**src/rtl/sort_pkg.sv**
```systemverilog
// Shared definitions for the sort host: FSM state encoding and default sizing.
// Latency: n/a (package only).
// Backpressure: n/a (package only).
package sort_pkg;

    localparam int SORT_WIDTH   = 32;
    localparam int SORT_N       = 10;
    localparam int SORT_TIMEOUT = 256;

    typedef enum logic [2:0] {
        IDLE = 3'd0,
        RSTS = 3'd1,
        SEND = 3'd2,
        WAIT = 3'd3,
        RECV = 3'd4,
        DONE = 3'd5
    } state_t;

endpackage

```
**src/rtl/sort_order_check.sv**
```systemverilog
// Sticky ascending-order checker over a stream of signed words.
// Latency: err rises on the same edge that samples the offending word.
// Backpressure: none; samples whenever chk_vld is high.
module sort_order_check #(
    parameter int WIDTH = 32
) (
    input  logic                    clk,
    input  logic                    rst,
    input  logic                    clr,
    input  logic                    chk_vld,
    input  logic                    first,
    input  logic signed [WIDTH-1:0] dat,
    output logic                    err
);

    logic signed [WIDTH-1:0] prev;

    // Remember the previous word; flag any strict decrease (equal neighbours are fine).
    always_ff @(posedge clk) begin
        if (rst || clr) begin
            err  <= 1'b0;
            prev <= '0;
        end else if (chk_vld) begin
            prev <= dat;
            if (!first && (dat < prev)) begin
                err <= 1'b1;
            end
        end
    end

endmodule

```
**src/rtl/sort_host.sv**
```systemverilog
// Batches N signed words, streams them to a serial sorter, captures and order-checks the result.
// Latency: start_i to done_o = 2N + 3 + W cycles, W = cycles spent waiting for sort_ready_i.
// Backpressure: load_ready_o low when buffer full or busy; sorter ready bounded by TIMEOUT.
module sort_host
    import sort_pkg::*;
#(
    parameter int WIDTH   = SORT_WIDTH,
    parameter int N       = SORT_N,
    parameter int TIMEOUT = SORT_TIMEOUT
) (
    input  logic                    clk,
    input  logic                    rst,
    input  logic                    load_valid_i,
    input  logic signed [WIDTH-1:0] load_data_i,
    output logic                    load_ready_o,
    input  logic                    start_i,
    output logic                    sort_rst_o,
    output logic signed [WIDTH-1:0] sort_data_o,
    input  logic                    sort_ready_i,
    input  logic signed [WIDTH-1:0] sort_data_i,
    output logic                    res_valid_o,
    output logic signed [WIDTH-1:0] res_data_o,
    output logic [$clog2(N)-1:0]    res_idx_o,
    output logic                    done_o,
    output logic                    order_err_o,
    output logic                    timeout_o
);

    localparam int CW = $clog2(N + 1);
    localparam int IW = $clog2(N);
    localparam int TW = $clog2(TIMEOUT);
    localparam logic [IW-1:0] LAST_IDX  = IW'(N - 1);
    localparam logic [CW-1:0] FULL_CNT  = CW'(N);
    localparam logic [TW-1:0] LAST_WAIT = TW'(TIMEOUT - 1);

    state_t                  state, state_nxt;
    logic [CW-1:0]           count;
    logic [IW-1:0]           idx;
    logic [TW-1:0]           wait_cnt;
    logic signed [WIDTH-1:0] buf_mem [N];
    logic                    load_acc;
    logic                    capture;
    logic                    wait_expire;

    assign load_acc    = load_valid_i && load_ready_o;
    assign capture     = ((state == WAIT) && sort_ready_i) || (state == RECV);
    assign wait_expire = (state == WAIT) && !sort_ready_i && (wait_cnt == LAST_WAIT);

    // Next-state and state-decoded outputs.
    always_comb begin
        state_nxt    = state;
        load_ready_o = 1'b0;
        sort_rst_o   = 1'b0;
        sort_data_o  = '0;
        case (state)
            IDLE: begin
                load_ready_o = (count < FULL_CNT);
                if (start_i && (count == FULL_CNT)) state_nxt = RSTS;
            end
            RSTS: begin
                sort_rst_o = 1'b1;
                state_nxt  = SEND;
            end
            SEND: begin
                sort_data_o = buf_mem[idx];
                if (idx == LAST_IDX) state_nxt = WAIT;
            end
            WAIT: begin
                if (sort_ready_i)     state_nxt = RECV;
                else if (wait_expire) state_nxt = IDLE;
            end
            RECV: begin
                if (idx == LAST_IDX) state_nxt = DONE;
            end
            DONE:    state_nxt = IDLE;
            default: state_nxt = IDLE;
        endcase
    end

    // State, fill count, word index and wait counter.
    always_ff @(posedge clk) begin
        if (rst) begin
            state    <= IDLE;
            count    <= '0;
            idx      <= '0;
            wait_cnt <= '0;
        end else begin
            state <= state_nxt;
            if (load_acc)                           count <= count + 1'b1;
            else if ((state == DONE) || wait_expire) count <= '0;
            case (state)
                SEND:    idx <= (idx == LAST_IDX) ? '0 : idx + 1'b1;
                WAIT:    idx <= sort_ready_i ? IW'(1) : '0;
                RECV:    idx <= (idx == LAST_IDX) ? '0 : idx + 1'b1;
                default: idx <= '0;
            endcase
            wait_cnt <= (state == WAIT) ? wait_cnt + 1'b1 : '0;
        end
    end

    // Batch buffer; contents are don't-care until loaded, so no reset.
    always_ff @(posedge clk) begin
        if (!rst && load_acc) begin
            buf_mem[count] <= load_data_i;
        end
    end

    // Registered result stream and completion/timeout pulses.
    always_ff @(posedge clk) begin
        if (rst) begin
            res_valid_o <= 1'b0;
            res_data_o  <= '0;
            res_idx_o   <= '0;
            done_o      <= 1'b0;
            timeout_o   <= 1'b0;
        end else begin
            res_valid_o <= capture;
            if (capture) begin
                res_data_o <= sort_data_i;
                res_idx_o  <= (state == WAIT) ? '0 : idx;
            end
            done_o    <= (state == DONE);
            timeout_o <= wait_expire;
        end
    end

    sort_order_check #(
        .WIDTH (WIDTH)
    ) u_order_check (
        .clk     (clk),
        .rst     (rst),
        .clr     (state == RSTS),
        .chk_vld (capture),
        .first   (state == WAIT),
        .dat     (sort_data_i),
        .err     (order_err_o)
    );

endmodule

```
**config.mk**
```make
export PLATFORM = sky130hd
export DESIGN_NAME = sort_host
export DESIGN_NICKNAME = d
export VERILOG_FILES = /design/src/rtl/sort_pkg.sv /design/src/rtl/sort_order_check.sv /design/src/rtl/sort_host.sv
export SDC_FILE = /design/constraint.sdc
export NUM_CORES = 1
export LEC_CHECK = 0
export CAP_MARGIN = 30
export CORE_AREA = 2 2 183 185
export CTS_CLUSTER_DIAMETER = 60
export DETAILED_ROUTE_END_ITERATION = 16
export DIE_AREA = 0 0 185 187
export PLACE_DENSITY = 0.75
export SETUP_SLACK_MARGIN = 0.4
export SYNTH_ARGS = -nofsm -noshare
export SYNTH_HDL_FRONTEND = slang
export SYNTH_HIERARCHICAL = 1
export SYNTH_SLANG_ARGS = --single-unit
```
**constraint.sdc**
```tcl
create_clock -name clk -period 2.64 [get_ports clk]
set_clock_uncertainty 0.2 [all_clocks]
set_input_delay 0.528 -clock clk [delete_from_list [all_inputs] [get_ports clk]]
set_output_delay 0.528 -clock clk [all_outputs]
set_load 0.01 [all_outputs]
```
==> metrics.txt <==
# TYPE chip_impl_metric gauge
chip_impl_info{name="worst_hold_path_type",value="in2reg"} 1
chip_impl_info{name="failed_checks",value="setup timing"} 1
chip_impl_metric{name="dieArea",unit="sq um"} 34600
chip_impl_info{name="most_frequent_cells_in_the_layout",value="320 x edfxtp_1, 136 x nand2_1, 100 x clkdlybuf4s50_1, 87 x dfxtp_1, 68 x buf_4"} 1
chip_impl_metric{name="share_of_the_clock_period_used_by_the_worst_path",unit=""} 1.14
chip_impl_metric{name="cts-buffers-inserted",unit=""} 42
chip_impl_metric{name="router_iterations_before_antenna_repair",unit=""} 5
chip_impl_metric{name="critical-path-max-stage-delay",unit="ps"} 510
chip_impl_metric{name="area_growth_syn_to_layout",unit="%"} 27.7
chip_impl_info{name="yosys_most_used_dff",value="edfxtp_1"} 1
chip_impl_metric{name="placed_area",unit="sq um"} 19300
chip_impl_metric{name="gr-usage-all-layers",unit=""} 0.219
chip_impl_info{name="timing.critical_path.to_type",value="output pin"} 1
chip_impl_metric{name="grt_antenna_before_repair",unit=""} 1
chip_impl_metric{name="synth-seq-cells",unit=""} 411
chip_impl_metric{name="synthDistinctLibCells",unit=""} 55
chip_impl_metric{name="hpwlAfterDp",unit="mm"} 20.9
chip_impl_metric{name="final_area",unit="sq um"} 21400
chip_impl_metric{name="max_freq",unit="GHz"} 0.332
chip_impl_metric{name="clkSlewWorstSetupHoldPaths",unit="ps"} 60
chip_impl_metric{name="floorplan.initialDensity",unit=""} 0.509
chip_impl_metric{name="clock_path_buffers",unit=""} 3
chip_impl_metric{name="placement.io_buffers",unit=""} 142
chip_impl_metric{name="clock_insertion_delay_worst_skew",unit="ps"} 540
chip_impl_metric{name="hold_viol_final",unit=""} 0
chip_impl_info{name="cts.root.buffer_cell",value="clkbuf_16"} 1
chip_impl_metric{name="worst-endpoint-arrival",unit="ps"} 2290
chip_impl_metric{name="antennaDiodeCount",unit=""} 0
chip_impl_metric{name="worst-slew-pin-transition",unit="ps"} 458
chip_impl_metric{name="layout.cells.non_filler",unit=""} 1783
chip_impl_metric{name="timing.reg2reg.setup_slack",unit="ps"} 510
chip_impl_metric{name="syn_area",unit="sq um"} 16700
chip_impl_metric{name="synthesis.area_per_instance",unit="sq um"} 16.0
chip_impl_metric{name="layout.filler_cells",unit=""} 2294
chip_impl_metric{name="wl",unit="mm"} 37.6
chip_impl_metric{name="die_x",unit="um"} 185
chip_impl_metric{name="via_count",unit=""} 9769
chip_impl_metric{name="clock-sinks",unit=""} 411
chip_impl_metric{name="share_of_cells_above_drive_strength_1",unit=""} 0.298
chip_impl_metric{name="syn-num-nets",unit=""} 1152
chip_impl_metric{name="cts_hold_buffers",unit=""} 0
chip_impl_metric{name="core-area",unit="sq um"} 32900
chip_impl_metric{name="worst_r2r_path_depth",unit=""} 6
chip_impl_metric{name="number_of_enable_type_register_cells_in_the_synthesized_netlist",unit=""} 320
chip_impl_metric{name="ant_nets",unit=""} 0
chip_impl_info{name="startpoint_of_the_worst_setup_timing_path",value="idx[0]"} 1
chip_impl_info{name="criticalPathCategory",value="reg2out"} 1
chip_impl_metric{name="io_pins",unit=""} 143
chip_impl_metric{name="die_height",unit="um"} 187
chip_impl_metric{name="detail_route.vias_per_cell",unit=""} 5.48
chip_impl_metric{name="power_dens_cells",unit="nW/um^2"} 630
chip_impl_metric{name="finalWeightedCongestion",unit=""} 0.808
chip_impl_info{name="status",value="finished, violations left"} 1
chip_impl_info{name="layout_commonest_cell",value="edfxtp_1"} 1
chip_impl_metric{name="grt_max_degree",unit=""} 66
chip_impl_metric{name="leakagePower",unit="nW"} 7.37
chip_impl_info{name="setup_repair_after_global_routing_missed_its_margin",value="true"} 1
chip_impl_metric{name="std_cell_rows",unit=""} 67
chip_impl_metric{name="drc_errors",unit=""} 0
chip_impl_metric{name="num-nets-final",unit=""} 1407
chip_impl_metric{name="setup_viol",unit=""} 32
chip_impl_metric{name="proportion_of_synthesized_chip_area_in_sequential_cells",unit=""} 0.684
chip_impl_metric{name="placedCellCount",unit=""} 1665
chip_impl_info{name="timing.rr.start",value="state[1]"} 1
chip_impl_metric{name="wl_per_cell",unit="um"} 21.1
chip_impl_info{name="worst_setup_path_endpoint",value="sort_data_o[20]"} 1
chip_impl_metric{name="worst_ep_required_time",unit="ps"} 1910
chip_impl_info{name="cts_tree",value="done"} 1
chip_impl_metric{name="global_route.overflow_total",unit=""} 0
chip_impl_metric{name="worst_slew_margin_rel",unit=""} 0.690
chip_impl_metric{name="grt_first_pass_wirelength",unit="mm"} 57.1
chip_impl_metric{name="htree_num_levels",unit=""} 2
chip_impl_metric{name="layout_setup_ws",unit="ps"} -376
chip_impl_info{name="timing.critical_path.cells",value="buf_6, buf_16, buf_4, mux4_2, a22oi_2, nand2_2, buf_2"} 1
chip_impl_info{name="cpMaxStageDelayCell",value="mux4_2"} 1
chip_impl_info{name="timing.critical_path.from_type",value="flop"} 1
chip_impl_metric{name="yosysWarnings",unit=""} 6
chip_impl_metric{name="cap_viol_max_count",unit=""} 0
chip_impl_metric{name="grt_pass1_vias",unit=""} 9876
chip_impl_metric{name="critical_path.max_fanout",unit=""} 8
chip_impl_metric{name="drv_slew",unit=""} 0
chip_impl_metric{name="drt_iter0_markers",unit=""} 765
chip_impl_metric{name="irDropWorstVdd",unit="mV"} 0.626
chip_impl_metric{name="ys_async_sr_fraction",unit=""} 0
chip_impl_metric{name="final.min_clock_period",unit="ps"} 3020
chip_impl_metric{name="final-seq-area",unit="sq um"} 11400
chip_impl_info{name="hold_path.startpoint",value="sort_data_i[22]"} 1
chip_impl_info{name="rr_endpoint",value="buf_mem[5][5]"} 1
chip_impl_metric{name="multi_input_combinational_cell_area",unit="sq um"} 4900
chip_impl_metric{name="finalHoldWorstSlack",unit="ps"} 99.5
chip_impl_metric{name="syn-instance-count",unit=""} 1047
==> routing by layer <==
metal / vias to the layer above / part of all wire / global-route usage
met5: - / 0.00032 / 0
met1: 4866 / 0.40 / 0.291
li1: 4474 / - / -
met2: 352 / 0.51 / 0.372
met3: 75 / 0.066 / 0.0350
met4: 2 / 0.025 / 0.0696
==> Yosys cell counts, types with 8 or more instances <==
cell	instances	area [sq um]
mux4_2	43	968
nand3_1	9	45.0
edfxtp_1	320	9610
a22oi_2	29	363
a21oi_1	49	245
clkbuf_1	18	67.6
mux2_2	33	372
buf_2	24	120
ha_1	36	450
mux4_1	21	552
and3_1	17	106
mux2i_1	34	340
nor2_1	55	206
nand2_1	140	526
inv_1	37	139
buf_4	8	60.1
dfxtp_1	91	1820
==> per-stage QoR <==
stage          setup WS, ps  utilization  total power, mW  setup TNS (ps)
2_1_floorplan           329            -             7.30               0
3_3_place_gp           -161        0.588             7.56           -2070
3_5_place_dp           -178        0.588             7.57           -2410
4_1_cts                -391        0.642             13.5          -10070
5_1_grt                -458        0.650             13.9          -11960
6_report               -376        0.650             13.5           -9590
==> state kept, by name, indices dropped and copies added (netlist names) <==
name / flops
buf_mem: 320
count: 4
res_data_o: 32
timeout_o: 1
u_order_check/prev: 32
done_o: 1
wait_cnt: 8
state: 3
res_idx_o: 4
idx: 4
res_valid_o: 1
u_order_check/err: 1
==> cell type report <==
class                           count  area share
Timing Repair Buffer              269       0.136
Clock inverter                     24      0.0138
Multi-Input combinational cell    539       0.229
Clock buffer                       53      0.0521
Inverter                           39     0.00686
Tap cell                          448      0.0263
Sequential cell                   411       0.536
==> worst min path at each step <==
stage	cells after the start	endpoint	slack (ps)
floorplan	1	wait_cnt[0]	210
global placement	1	wait_cnt[0]	230
detailed placement	1	wait_cnt[0]	240
CTS	1	wait_cnt[0]	240
global route	3	res_data_o[22]	110
finish	3	res_data_o[22]	100
==> cells by family after synthesis <==
logic type / share of synthesized area
mux: 0.134
compound gates: 0.0504
flops: 0.684
buf+inv: 0.0315
xor+xnor: 0.00471
fa+ha+maj: 0.0269
simple gates: 0.0692
==> worst max-delay path: cells and delay by family (launching register included) <==
family,cells,cell delay [ps]
AOI/OAI and AO/OA,1,200
buffers and inverters,4,530
muxes,1,510
DFF,1,410
and+or+nand+nor,1,90
==> report_power, final <==
group	switching (mW)	total, mW	leakage [nW]	internal [mW]
combinational	0.218	0.417	3.06	0.199
sequential	0.0172	7.04	3.62	7.02
clock	2.41	6.00	0.682	3.59
total	2.64	13.5	7.37	10.8
==> timing repair <==
item	CTS	global route
pin swaps	41	26
resized for setup	193	35
gates cloned	7	0
endpoints found under the setup margin	35	355
buffers inserted	25	9
(Power assumes the default switching activity.)
